[src/rtl/sa_matmul_core_pkg.sv]
// sa_pkg: run-state encoding, sizing helpers and the saturating accumulate
// shared by sa_matmul_core and its processing elements.
package sa_pkg;

    typedef enum logic [1:0] {IDLE, STREAM, FLUSH, DONE} sa_state_e;

    localparam int SAT_W = 64;

    function automatic int k_cnt_w(input int kmax);
        return $clog2(kmax + 1);
    endfunction

    function automatic int flush_len(input int n);
        return 2 * n - 1;
    endfunction

    // Operands arrive sign/zero-extended to SAT_W; bit SAT_W of the result marks a clamp.
    function automatic logic [SAT_W:0] sat_add(input logic [SAT_W-1:0] acc,
                                               input logic [SAT_W-1:0] addend,
                                               input int aw, input bit sgn);
        logic [SAT_W-1:0] sum;
        logic [SAT_W-1:0] hi;
        logic [SAT_W-1:0] lo;
        sum = acc + addend;
        if (sgn) begin
            hi = (SAT_W'(1) << (aw - 1)) - SAT_W'(1);
            lo = ~hi;
            if ($signed(sum) > $signed(hi)) return {1'b1, hi};
            if ($signed(sum) < $signed(lo)) return {1'b1, lo};
        end else begin
            hi = (SAT_W'(1) << aw) - SAT_W'(1);
            if (sum > hi) return {1'b1, hi};
        end
        return {1'b0, sum};
    endfunction

endpackage

[src/rtl/sa_matmul_core_pe.sv]
// sa_pe: one output-stationary cell; forwards a right and b down through a
// register each and accumulates a*b while the travelling tag is set.
module sa_pe
    import sa_pkg::*;
#(
    parameter int DW     = 8,
    parameter int AW     = 16,
    parameter int SIGNED = 0
) (
    input  logic          i_clk,
    input  logic          i_rst_n,
    input  logic          clr,
    input  logic [DW-1:0] a,
    input  logic [DW-1:0] b,
    input  logic          tag,
    output logic [DW-1:0] a_fwd,
    output logic [DW-1:0] b_fwd,
    output logic          tag_fwd,
    output logic [AW-1:0] acc
`ifdef SA_MATMUL_SATURATE_EN
    ,
    output logic          sat_hit
`endif
);

    logic signed [2*DW-1:0] prod_s;
    logic        [2*DW-1:0] prod_u;
    logic        [AW-1:0]   addend;
    logic        [AW-1:0]   acc_next;

    assign prod_s = $signed(a) * $signed(b);
    assign prod_u = a * b;

    always_comb begin
        if (SIGNED != 0) addend = AW'(prod_s);
        else             addend = AW'(prod_u);
    end

`ifdef SA_MATMUL_SATURATE_EN
    logic [SAT_W-1:0] acc_x;
    logic [SAT_W-1:0] add_x;
    logic [SAT_W:0]   sat_sum;

    always_comb begin
        if (SIGNED != 0) begin
            acc_x = SAT_W'($signed(acc));
            add_x = SAT_W'($signed(addend));
        end else begin
            acc_x = SAT_W'(acc);
            add_x = SAT_W'(addend);
        end
    end

    assign sat_sum  = sat_add(acc_x, add_x, AW, SIGNED != 0);
    assign acc_next = sat_sum[AW-1:0];
    assign sat_hit  = tag && sat_sum[SAT_W];
`else
    assign acc_next = acc + addend;
`endif

    always_ff @(posedge i_clk) begin
        if (!i_rst_n) begin
            a_fwd   <= '0;
            b_fwd   <= '0;
            tag_fwd <= 1'b0;
            acc     <= '0;
        end else begin
            a_fwd   <= a;
            b_fwd   <= b;
            tag_fwd <= tag;
            if (clr)      acc <= '0;
            else if (tag) acc <= acc_next;
        end
    end

endmodule

[src/rtl/sa_matmul_core.sv]
// sa_matmul_core: NxN output-stationary systolic C = A*B with skewed operand feed
// and run FSM. Define SA_MATMUL_SATURATE_EN for saturating accumulators and o_sat.
module sa_matmul_core
    import sa_pkg::*;
#(
    parameter int N      = 3,
    parameter int DW     = 8,
    parameter int AW     = 16,
    parameter int KMAX   = 64,
    parameter int SIGNED = 0
) (
    input  logic                       i_clk,
    input  logic                       i_rst_n,
    input  logic                       i_start,
    input  logic [$clog2(KMAX+1)-1:0]  i_k_len,
    input  logic [N*DW-1:0]            i_a_vec,
    input  logic [N*DW-1:0]            i_b_vec,
    input  logic                       i_in_valid,
    output logic                       o_in_ready,
    output logic [N*N*AW-1:0]          o_c,
    output logic                       o_c_valid,
    output logic                       o_busy,
    output logic                       o_done
`ifdef SA_MATMUL_SATURATE_EN
    ,
    output logic                       o_sat
`endif
);

    localparam int KW        = k_cnt_w(KMAX);
    localparam int FLUSH_LEN = flush_len(N);
    localparam int FW        = $clog2(FLUSH_LEN);

    sa_state_e     state;
    logic [KW-1:0] k_reg;
    logic [KW-1:0] beat_cnt;
    logic [FW-1:0] flush_cnt;
    logic          start_ok;
    logic          accept;

    assign start_ok = i_start && (state == IDLE || state == DONE);
    assign accept   = i_in_valid && o_in_ready;

    always_ff @(posedge i_clk) begin
        if (!i_rst_n) begin
            state      <= IDLE;
            k_reg      <= '0;
            beat_cnt   <= '0;
            flush_cnt  <= '0;
            o_in_ready <= 1'b0;
            o_busy     <= 1'b0;
            o_done     <= 1'b0;
            o_c_valid  <= 1'b0;
        end else begin
            o_done <= 1'b0;
            case (state)
                IDLE, DONE: begin
                    if (i_start) begin
                        k_reg     <= i_k_len;
                        beat_cnt  <= '0;
                        flush_cnt <= '0;
                        if (i_k_len != '0) begin
                            state      <= STREAM;
                            o_in_ready <= 1'b1;
                            o_busy     <= 1'b1;
                            o_c_valid  <= 1'b0;
                        end else begin
                            // Empty run: the cleared accumulators are the result.
                            state     <= DONE;
                            o_done    <= 1'b1;
                            o_c_valid <= 1'b1;
                        end
                    end
                end
                STREAM: begin
                    if (accept) begin
                        beat_cnt <= beat_cnt + KW'(1);
                        if (beat_cnt == k_reg - KW'(1)) begin
                            state      <= FLUSH;
                            o_in_ready <= 1'b0;
                        end
                    end
                end
                FLUSH: begin
                    flush_cnt <= flush_cnt + FW'(1);
                    if (flush_cnt == FW'(FLUSH_LEN - 1)) begin
                        state     <= DONE;
                        o_busy    <= 1'b0;
                        o_done    <= 1'b1;
                        o_c_valid <= 1'b1;
                    end
                end
                default: state <= IDLE;
            endcase
        end
    end

    logic [DW-1:0]             a_h [N][N+1];
    logic                      tag_h [N][N+1];
    logic [DW-1:0]             b_v [N+1][N];
    logic [N*(2*DW+1)-1:0]     unused_edges;
`ifdef SA_MATMUL_SATURATE_EN
    logic [N*N-1:0]            sat_hits;
`endif

    // Stage 0 captures the beat (zeros and tag=0 on bubbles); row/col i adds i more stages.
    for (genvar i = 0; i < N; i++) begin : g_skew
        logic [DW-1:0] a_dly [i+1];
        logic [DW-1:0] b_dly [i+1];
        logic          vld_dly [i+1];

        always_ff @(posedge i_clk) begin
            if (!i_rst_n) begin
                for (int d = 0; d <= i; d++) begin
                    a_dly[d]   <= '0;
                    b_dly[d]   <= '0;
                    vld_dly[d] <= 1'b0;
                end
            end else begin
                a_dly[0]   <= accept ? i_a_vec[i*DW +: DW] : '0;
                b_dly[0]   <= accept ? i_b_vec[i*DW +: DW] : '0;
                vld_dly[0] <= accept;
                for (int d = 1; d <= i; d++) begin
                    a_dly[d]   <= a_dly[d-1];
                    b_dly[d]   <= b_dly[d-1];
                    vld_dly[d] <= vld_dly[d-1];
                end
            end
        end

        assign a_h[i][0]   = a_dly[i];
        assign tag_h[i][0] = vld_dly[i];
        assign b_v[0][i]   = b_dly[i];
        assign unused_edges[i*(2*DW+1) +: 2*DW+1] = {a_h[i][N], b_v[N][i], tag_h[i][N]};
    end

    for (genvar i = 0; i < N; i++) begin : g_row
        for (genvar j = 0; j < N; j++) begin : g_col
            sa_pe #(
                .DW     (DW),
                .AW     (AW),
                .SIGNED (SIGNED)
            ) u_pe (
                .i_clk   (i_clk),
                .i_rst_n (i_rst_n),
                .clr     (start_ok),
                .a       (a_h[i][j]),
                .b       (b_v[i][j]),
                .tag     (tag_h[i][j]),
                .a_fwd   (a_h[i][j+1]),
                .b_fwd   (b_v[i+1][j]),
                .tag_fwd (tag_h[i][j+1]),
                .acc     (o_c[(i*N+j)*AW +: AW])
`ifdef SA_MATMUL_SATURATE_EN
                ,
                .sat_hit (sat_hits[i*N+j])
`endif
            );
        end
    end

`ifdef SA_MATMUL_SATURATE_EN
    always_ff @(posedge i_clk) begin
        if (!i_rst_n)        o_sat <= 1'b0;
        else if (start_ok)   o_sat <= 1'b0;
        else if (|sat_hits)  o_sat <= 1'b1;
    end
`endif

endmodule

[config.mk]
export PLATFORM = sky130hd
export DESIGN_NAME = sa_matmul_core
export DESIGN_NICKNAME = d
export VERILOG_FILES = /design/src/rtl/sa_matmul_core_pkg.sv /design/src/rtl/sa_matmul_core_pe.sv /design/src/rtl/sa_matmul_core.sv
export SDC_FILE = /design/constraint.sdc
export NUM_CORES = 2
export LEC_CHECK = 0
export CAP_MARGIN = 20
export CORE_MARGIN = 2
export CORE_UTILIZATION = 31
export DETAILED_ROUTE_END_ITERATION = 10
export GPL_TIMING_DRIVEN = 0
export HOLD_SLACK_MARGIN = 0.1
export PLACE_DENSITY_LB_ADDON = 0.08
export SETUP_SLACK_MARGIN = 0.15
export SKIP_CTS_REPAIR_TIMING = 1
export SYNTH_ARGS = -nofsm -noshare
export SYNTH_HDL_FRONTEND = slang
export SYNTH_SLANG_ARGS = --single-unit
[constraint.sdc]
create_clock -name i_clk -period 6.6 [get_ports i_clk]
set_input_delay 0.99 -clock i_clk [delete_from_list [all_inputs] [get_ports i_clk]]
set_output_delay 0.99 -clock i_clk [all_outputs]
set_load 0.05 [all_outputs]
---- Yosys cells after proc, flatten, opt, wreduce, memory -nomap -nowiden ----
Memory sizes are Yosys's and may differ from the RTL's.
Index checks and enable logic that the tools add are counted.
storage, ports and cells
  flip-flop bits (word level) ............. 269
  RAM bits ................................ 102
  output and inout bits ................... 148
  memories ................................ 9
operators by class
  $add $sub $neg .......................... 12
  multipliers ............................. 9
  equality and inequality tests ........... 10
  muxes and demuxes ....................... 54
  bitwise logic cells ..................... 16
  reductions and logical operators ........ 19
memory list
  memory           depth  width  rd ports  clocked after memory_dff  write ports  line                   source
  g_skew[2].a_dly  3      8      3         0                         3            sa_matmul_core.sv:108  logic [DW-1:0] a_dly [i+1];
  g_skew[2].b_dly  3      8      3         0                         3            sa_matmul_core.sv:109  logic [DW-1:0] b_dly [i+1];
  g_skew[1].a_dly  2      8      2         0                         2            sa_matmul_core.sv:108
  g_skew[1].b_dly  2      8      2         0                         2            sa_matmul_core.sv:109
  g_skew[0].a_dly  1      8      1         0                         1            sa_matmul_core.sv:108
  g_skew[0].b_dly  1      8      1         0                         1            sa_matmul_core.sv:109
  3 more memories  -      -      -         -                         -            -
operators with widths
  operator                                                            count
  16-bit adder                                                        9
  8-bit by 8-bit multiplier with 16-bit output                        9
  8-bit two-way mux                                                   18
  1-bit two-way mux                                                   21
  8-bit OR reduction                                                  2
  1-bit OR                                                            15
  7-bit two-way mux                                                   2
  7-bit one-hot mux with 2 select lines                               1
  2-bit two-way mux                                                   5
  2-bit inequality test, second input constant                        5
  1-bit one-hot mux with 2 select lines                               4
  4-bit AND reduction                                                 2
  7-bit by 1-bit adder with 7-bit output, second input constant       1
  7-bit == test                                                       1
  7-bit nonzero test                                                  1
  7-bit by 1-bit subtractor with 7-bit output, second input constant  1
  2-bit one-hot mux with 3 select lines                               1
  3-bit one-hot mux with 2 select lines                               1
  3-bit AND reduction                                                 2
  5-bit AND reduction                                                 1
  2-bit == test, second input constant                                2
  2-bit AND reduction                                                 2
  2-bit nonzero test                                                  2
  2-bit OR reduction                                                  2
  other kinds (9)                                                     10

---- Logic depth before layout (Yosys ltp) ----
  depth after elaboration ................. 5
  depth in mapped cells ................... 19
  gate-level depth less buffers ........... 18

---- Modules after synthesis ----
A second synthesis with hierarchy kept.
unflattened totals
  cell total of the unflattened synthesis .. 4034
  area, all modules ....................... 36128.4 um2
by module, submodules not included
  module                              instances  cells each  area an instance (um2)  seq. area each (um2)
  sa_pe (g_row[1].g_col[0].u_pe ...)  4          408         3575.9                  660.6
  sa_pe (g_row[0].g_col[0].u_pe ...)  2          411         3559.7                  660.6
  sa_matmul_core                      1          361         4008.8                  2462.4
  sa_pe (g_row[2].g_col[2].u_pe)      1          409         3588.4                  660.6
  sa_pe (g_row[0].g_col[2].u_pe)      1          411         3557.2                  660.6
  sa_pe (g_row[2].g_col[1].u_pe)      1          399         3550.9                  660.6

---- Worst setup path after synthesis ----
Ideal clock, no wire load.
  path kind ............................... register -> register
  from .................................... register g_row[1].g_col[1].u_pe.acc[6]
  to ...................................... register g_row[1].g_col[1].u_pe.acc[15]
  library setup time ...................... 116 ps
  data arrival time ....................... 4631 ps
  required time ........................... 6484 ps
  slack ................................... 1854 ps
  stages on the path, launching flop included .. 17
  buffers on the path ..................... 0
  clock period less this slack ............ 4746 ps
  path through ............................ dfxtp_1 inv_1 fa_1 inv_1 fa_1 inv_1 fa_1 fa_1 inv_1 ha_1 o21a_1 o31a_1 a311o_1 a221o_1 xnor2_1 a21oi_1 a31o_1
between the ends
  cells in the longest elaborated chain, start to end .. 1
RTL lines
  item                    line                     source
  from (decl)             sa_matmul_core_pe.sv:19  output logic [AW-1:0] acc
  from (signal assigned)  sa_matmul_core_pe.sv:72  else if (tag) acc <= acc_next;
  16-bit adder            sa_matmul_core_pe.sv:58  assign acc_next = acc + addend;
Every way passes these cells.
A chain may end at the register's enable or synchronous reset.

---- Final worst setup path ----
  from .................................... register g_row[1].g_col[0].u_pe.a_fwd[6]
  to ...................................... register g_row[1].g_col[1].u_pe.acc[15]
between the ends
  cells in the longest elaborated chain, start to end .. 2
RTL lines
  item                                          line                     source
  from (decl)                                   sa_matmul_core_pe.sv:16  output logic [DW-1:0] a_fwd,
  from (signal assigned)                        sa_matmul_core_pe.sv:63  a_fwd <= '0;
  from (signal assigned)                        sa_matmul_core_pe.sv:68  a_fwd <= a;
  8-bit by 8-bit multiplier with 16-bit output  sa_matmul_core_pe.sv:32  assign prod_u = a * b;
  16-bit adder                                  sa_matmul_core_pe.sv:58
Every way passes these cells.

==> impl_results.html <==
<table>
<tr><th>Metric</th><th>Value</th></tr>
<tr><th colspan="2">Die</th></tr>
<tr><td>Core area</td><td>109000 um^2</td></tr>
<tr><td>Number of placement rows</td><td>roughly 120</td></tr>
<tr><td>DIE WIDTH</td><td>335 um</td></tr>
<tr><td>I/O pin cnt</td><td>just over 200</td></tr>
<tr><td>Floorplan die area</td><td>roughly 110000 um^2</td></tr>
<tr><td>Die height</td><td>~330 um</td></tr>
<tr><td>Initial Utilization</td><td>a little under a third</td></tr>
<tr><th colspan="2">Yosys</th></tr>
<tr><td>Number of warning messages in the yosys log</td><td>0</td></tr>
<tr><td>Number of register bits inferred by synthesis</td><td>roughly 370</td></tr>
<tr><td>Sequential area share after synthesis</td><td>21.7%</td></tr>
<tr><td>Number of different library cells in the post-synthesis netlist</td><td>about 60</td></tr>
<tr><td>Post-synth EDFFs</td><td>0</td></tr>
<tr><td>Post-synthesis instance total</td><td>3786</td></tr>
<tr><td>Async SR Flop Fraction</td><td>0%</td></tr>
<tr><td>Number of nets produced by synthesis</td><td>around 4600</td></tr>
<tr><td>Post-synthesis cell area</td><td>between 30000 and 40000 um^2</td></tr>
<tr><td>Dominant register cell in the synthesized netlist</td><td>sky130_fd_sc_hd__dfxtp_1</td></tr>
<tr><td>Mean post-synth cell area</td><td>between 8 and 9 um^2</td></tr>
<tr><th colspan="2">STA</th></tr>
<tr><td>Final TNS setup</td><td>0 ns</td></tr>
<tr><td>Relative slew slack</td><td>between 30% and 40%</td></tr>
<tr><td>Highest attainable clock frequency</td><td>about 190 MHz</td></tr>
<tr><td>Period minus WS final</td><td>between 5 and 6 ns</td></tr>
<tr><td>Actual transition at the worst max-transition pin</td><td>between 1 and 1.5 ns</td></tr>
<tr><td>Endpoints failing setup</td><td>0</td></tr>
<tr><td>Share of the clock period used by the worst path after layout</td><td>80.5%</td></tr>
<tr><td>Final-report hold violation count</td><td>0</td></tr>
<tr><td>Clk_skew</td><td>between 0.01 and 0.015 ns</td></tr>
<tr><td>Setup repair after global routing missed its margin</td><td>false</td></tr>
<tr><td>Pins Over Slew Limit</td><td>0</td></tr>
<tr><td>Smallest hold slack</td><td>0.427 ns</td></tr>
<tr><th colspan="2">Global route</th></tr>
<tr><td>GRT Total Usage</td><td>~18%</td></tr>
<tr><td>Number of antenna violations at the first check in global routing</td><td>5</td></tr>
<tr><td>Largest net degree at the start of global routing</td><td>14</td></tr>
<tr><td>Number of global-route vias before repair</td><td>~26000</td></tr>
<tr><td>Global-route wire length before repair</td><td>152 mm</td></tr>
<tr><td>GRT overflow</td><td>0</td></tr>
<tr><th colspan="2">Final layout</th></tr>
<tr><td>Number of flip-flops in the largest register</td><td>around 140</td></tr>
<tr><td>Net count of the finished layout</td><td>slightly below 5000</td></tr>
<tr><td>Fraction of final layout cells with drive strength greater than 1</td><td>2.59%</td></tr>
<tr><td>Most common library cell in the layout ignoring fill and taps</td><td>sky130_fd_sc_hd__inv_1</td></tr>
<tr><td>Reg with most FFs</td><td>g_row.g_col.u_pe.acc</td></tr>
<tr><td>Commonest non-fill, non-tap cells in the layout</td><td>880 x sky130_fd_sc_hd__inv_1, 487 x sky130_fd_sc_hd__and2_1, 450 x sky130_fd_sc_hd__fa_1, 367 x sky130_fd_sc_hd__nand2_1, 367 x sky130_fd_sc_hd__dfxtp_1</td></tr>
<tr><td>Area Overhead vs Synth</td><td>16.9%</td></tr>
<tr><th colspan="2">Drt</th></tr>
<tr><td>Via density per instance</td><td>about 4.4</td></tr>
<tr><td>First-pass iteration count of the detailed router</td><td>5</td></tr>
<tr><td>Final routed wire length divided by cell count</td><td>17.6 um</td></tr>
<tr><td>Count of vias placed by the detailed router</td><td>24287</td></tr>
<tr><td>Detailed Route Iter0 Violations</td><td>about 1100</td></tr>
<tr><td>Number of DRC violations after detailed routing</td><td>0</td></tr>
<tr><td>Post-detailed-routing wire length</td><td>roughly 97 mm</td></tr>
<tr><td>Detail Route Antenna Nets</td><td>0</td></tr>
<tr><th colspan="2">Status</th></tr>
<tr><td>Status</td><td>complete, no violations</td></tr>
<tr><th colspan="2">Clock network</th></tr>
<tr><td>Number of clock sinks seen by CTS</td><td>around 370</td></tr>
<tr><td>TritonCTS clock tree</td><td>done</td></tr>
<tr><td>Root Buffer</td><td>sky130_fd_sc_hd__clkbuf_16</td></tr>
<tr><td>Clk_lat worst skew</td><td>0.64 ns</td></tr>
<tr><td>Number of buffers created by CTS</td><td>between 40 and 50</td></tr>
<tr><td>CTS HTree Levels</td><td>2</td></tr>
<tr><td>Worst-case clock buffer depth</td><td>3</td></tr>
<tr><td>Reg clk slew, reported paths</td><td>around 0.06 ns</td></tr>
<tr><th colspan="2">Pwr</th></tr>
<tr><td>Peak supply drop</td><td>~180 uV</td></tr>
<tr><td>Static leakage power</td><td>between 15 and 20 nW</td></tr>
<tr><td>Switch share</td><td>between 20% and 30%</td></tr>
<tr><td>Cell internal pwr</td><td>between 4 and 5 mW</td></tr>
<tr><td>Fraction of power consumed by the clock network</td><td>49.6%</td></tr>
<tr><td>Power per Cell Area</td><td>152 nW/um^2</td></tr>
<tr><td>NetSw</td><td>between 1.5 and 2 mW</td></tr>
<tr><td>Sequential share of power</td><td>38.9%</td></tr>
<tr><td>Fraction of power consumed by combinational cells</td><td>a little under an eighth</td></tr>
<tr><th colspan="2">Place</th></tr>
<tr><td>Final estimated routing congestion in global placement</td><td>0.784</td></tr>
<tr><td>Number of I/O port buffers</td><td>206</td></tr>
<tr><td>Post-detail-place hpwl</td><td>between 70 and 80 mm</td></tr>
<tr><th colspan="2">Worst setup path</th></tr>
<tr><td>Largest stage delay on the critical path</td><td>around 0.53 ns</td></tr>
<tr><td>Startpoint of the worst register-to-register path</td><td>g_row[1].g_col[0].u_pe.a_fwd[6]</td></tr>
<tr><td>Worst setup path category</td><td>flip-flop to flip-flop</td></tr>
<tr><td>Worst Path Max Fanout</td><td>9</td></tr>
<tr><td>Cells traversed along the worst timing path</td><td>clkbuf_1 -&gt; nand2_1 -&gt; fa_1 -&gt; inv_1 -&gt; fa_1 -&gt; inv_1 -&gt; fa_1 -&gt; fa_1 -&gt; inv_1 -&gt; ha_1 -&gt; o21a_1 -&gt; o31a_1 -&gt; a311o_1 -&gt; a221o_1 -&gt; xnor2_1 -&gt; a21oi_1 -&gt; a31o_1</td></tr>
<tr><td>Slowest cell on crit path</td><td>sky130_fd_sc_hd__fa_1</td></tr>
<tr><td>Length in cells of the worst reg-to-reg path</td><td>17</td></tr>
<tr><td>Cell repeated most along the worst path</td><td>sky130_fd_sc_hd__fa_1</td></tr>
<tr><td>Data arrival at the endpoint of the critical path</td><td>5.85 ns</td></tr>
<tr><td>Origin of the worst setup path</td><td>g_row[1].g_col[0].u_pe.a_fwd[6]</td></tr>
<tr><td>CP Data Required Time</td><td>7.13 ns</td></tr>
<tr><td>Critical path launch point type</td><td>flip-flop</td></tr>
<tr><td>Crit path capture type</td><td>flip-flop</td></tr>
<tr><th colspan="2">Run</th></tr>
<tr><td>Max Cap Violations</td><td>0</td></tr>
<tr><th colspan="2">Worst hold path</th></tr>
<tr><td>Worst hold path depth</td><td>1</td></tr>
<tr><td>Path category of the worst min-delay check</td><td>flip-flop to flip-flop</td></tr>
<tr><td>Worst hold start</td><td>g_skew[2].a_dly[0][10]</td></tr>
</table>
## cell usage after synthesis, types with 33 or more instances
cell type / n / area [um^2]
sky130_fd_sc_hd__mux2i_1: 94 / 941
sky130_fd_sc_hd__and2_1: 487 / 3050
sky130_fd_sc_hd__o21ai_0: 61 / 305
sky130_fd_sc_hd__clkbuf_1: 96 / 360
sky130_fd_sc_hd__nor2_1: 166 / 623
sky130_fd_sc_hd__fa_1: 450 / 9010
sky130_fd_sc_hd__nand2_1: 367 / 1380
sky130_fd_sc_hd__dfxtp_1: 367 / 7350
sky130_fd_sc_hd__a21o_1: 34 / 255
sky130_fd_sc_hd__xnor2_1: 78 / 683
sky130_fd_sc_hd__ha_1: 322 / 4030
sky130_fd_sc_hd__inv_1: 880 / 3300
sky130_fd_sc_hd__a21oi_1: 80 / 400
sky130_fd_sc_hd__xor2_1: 33 / 289
## worst max-delay path: cells and delay by family, from the launching register on
kind            cells  cell delay [ns]
fa+ha+maj           5             2.35
compound gates      6             1.40
buf+inv             4             0.59
xor+xnor            1             0.36
flops               1             0.34
simple gates        1             0.16
## through the flow
stage                     worst slack [ns]  cells  cell area [um^2]  power [mW]  utilization [%]
final                                 1.28   5504             39600        6.03             36.5
after global routing                 0.900   5501             39600        6.29             36.5
after CTS                             1.15   5500             39600        6.17             36.4
after detailed placement              1.16   5409             37800        3.11             34.8
after global placement                1.16   5406             37700        3.09             34.7
after floorplan                       1.85   3786             33900        2.73                -
## cell families (layout without fill, tap and decap cells)
logic type | after synthesis | in the layout | share of synthesized area, %
AO/OA/AOI/OAI | 319 | 319 | 6.17
XOR/XNOR | 111 | 111 | 2.87
adder cells (fa/ha/maj) | 772 | 772 | 38.5
buffers and inverters | 988 | 1289 | 11.0
flip-flops | 367 | 367 | 21.7
multiplexers | 95 | 95 | 2.81
other | 0 | 3 | 0
AND/OR/NAND/NOR | 1134 | 1134 | 17.0
## area by class of cell
type	count	area, um^2
Tap cell	1414	1770
Multi-Input combinational cell	2431	22800
Sequential cell	367	7350
Clock buffer	65	1390
Buffer	105	403
Clock inverter	26	409
Timing Repair Buffer	210	2140
Inverter	883	3310
Antenna cell	3	7.51
Fill cell	11409	69000
## per-layer routing
metal,share of wire [%],global-route usage [%]
met5,0,0
met4,2.0,4.16
met3,3.8,2.67
met2,48,30.5
met1,46,23.6
## final timing paths
kind / endpoint / slack, ns
worst max-delay path: g_row[1].g_col[1].u_pe.acc[15] / 1.28
worst min-delay path: g_skew[2].a_dly[0][18] / 0.43
worst max register to register: g_row[1].g_col[1].u_pe.acc[15] / 1.28
worst min register to register: g_skew[2].a_dly[0][18] / 0.43
## power by group through the flow
stage / clock network, mW / logic [mW] / registers (mW)
global placement: 0 / 0.689 / 2.40
global route: 3.17 / 0.758 / 2.36
floorplan: 0 / 0.334 / 2.39
finish: 2.99 / 0.690 / 2.35
CTS: 3.11 / 0.710 / 2.35
detailed placement: 0 / 0.707 / 2.40
Power figures use the tool's default switching activity.
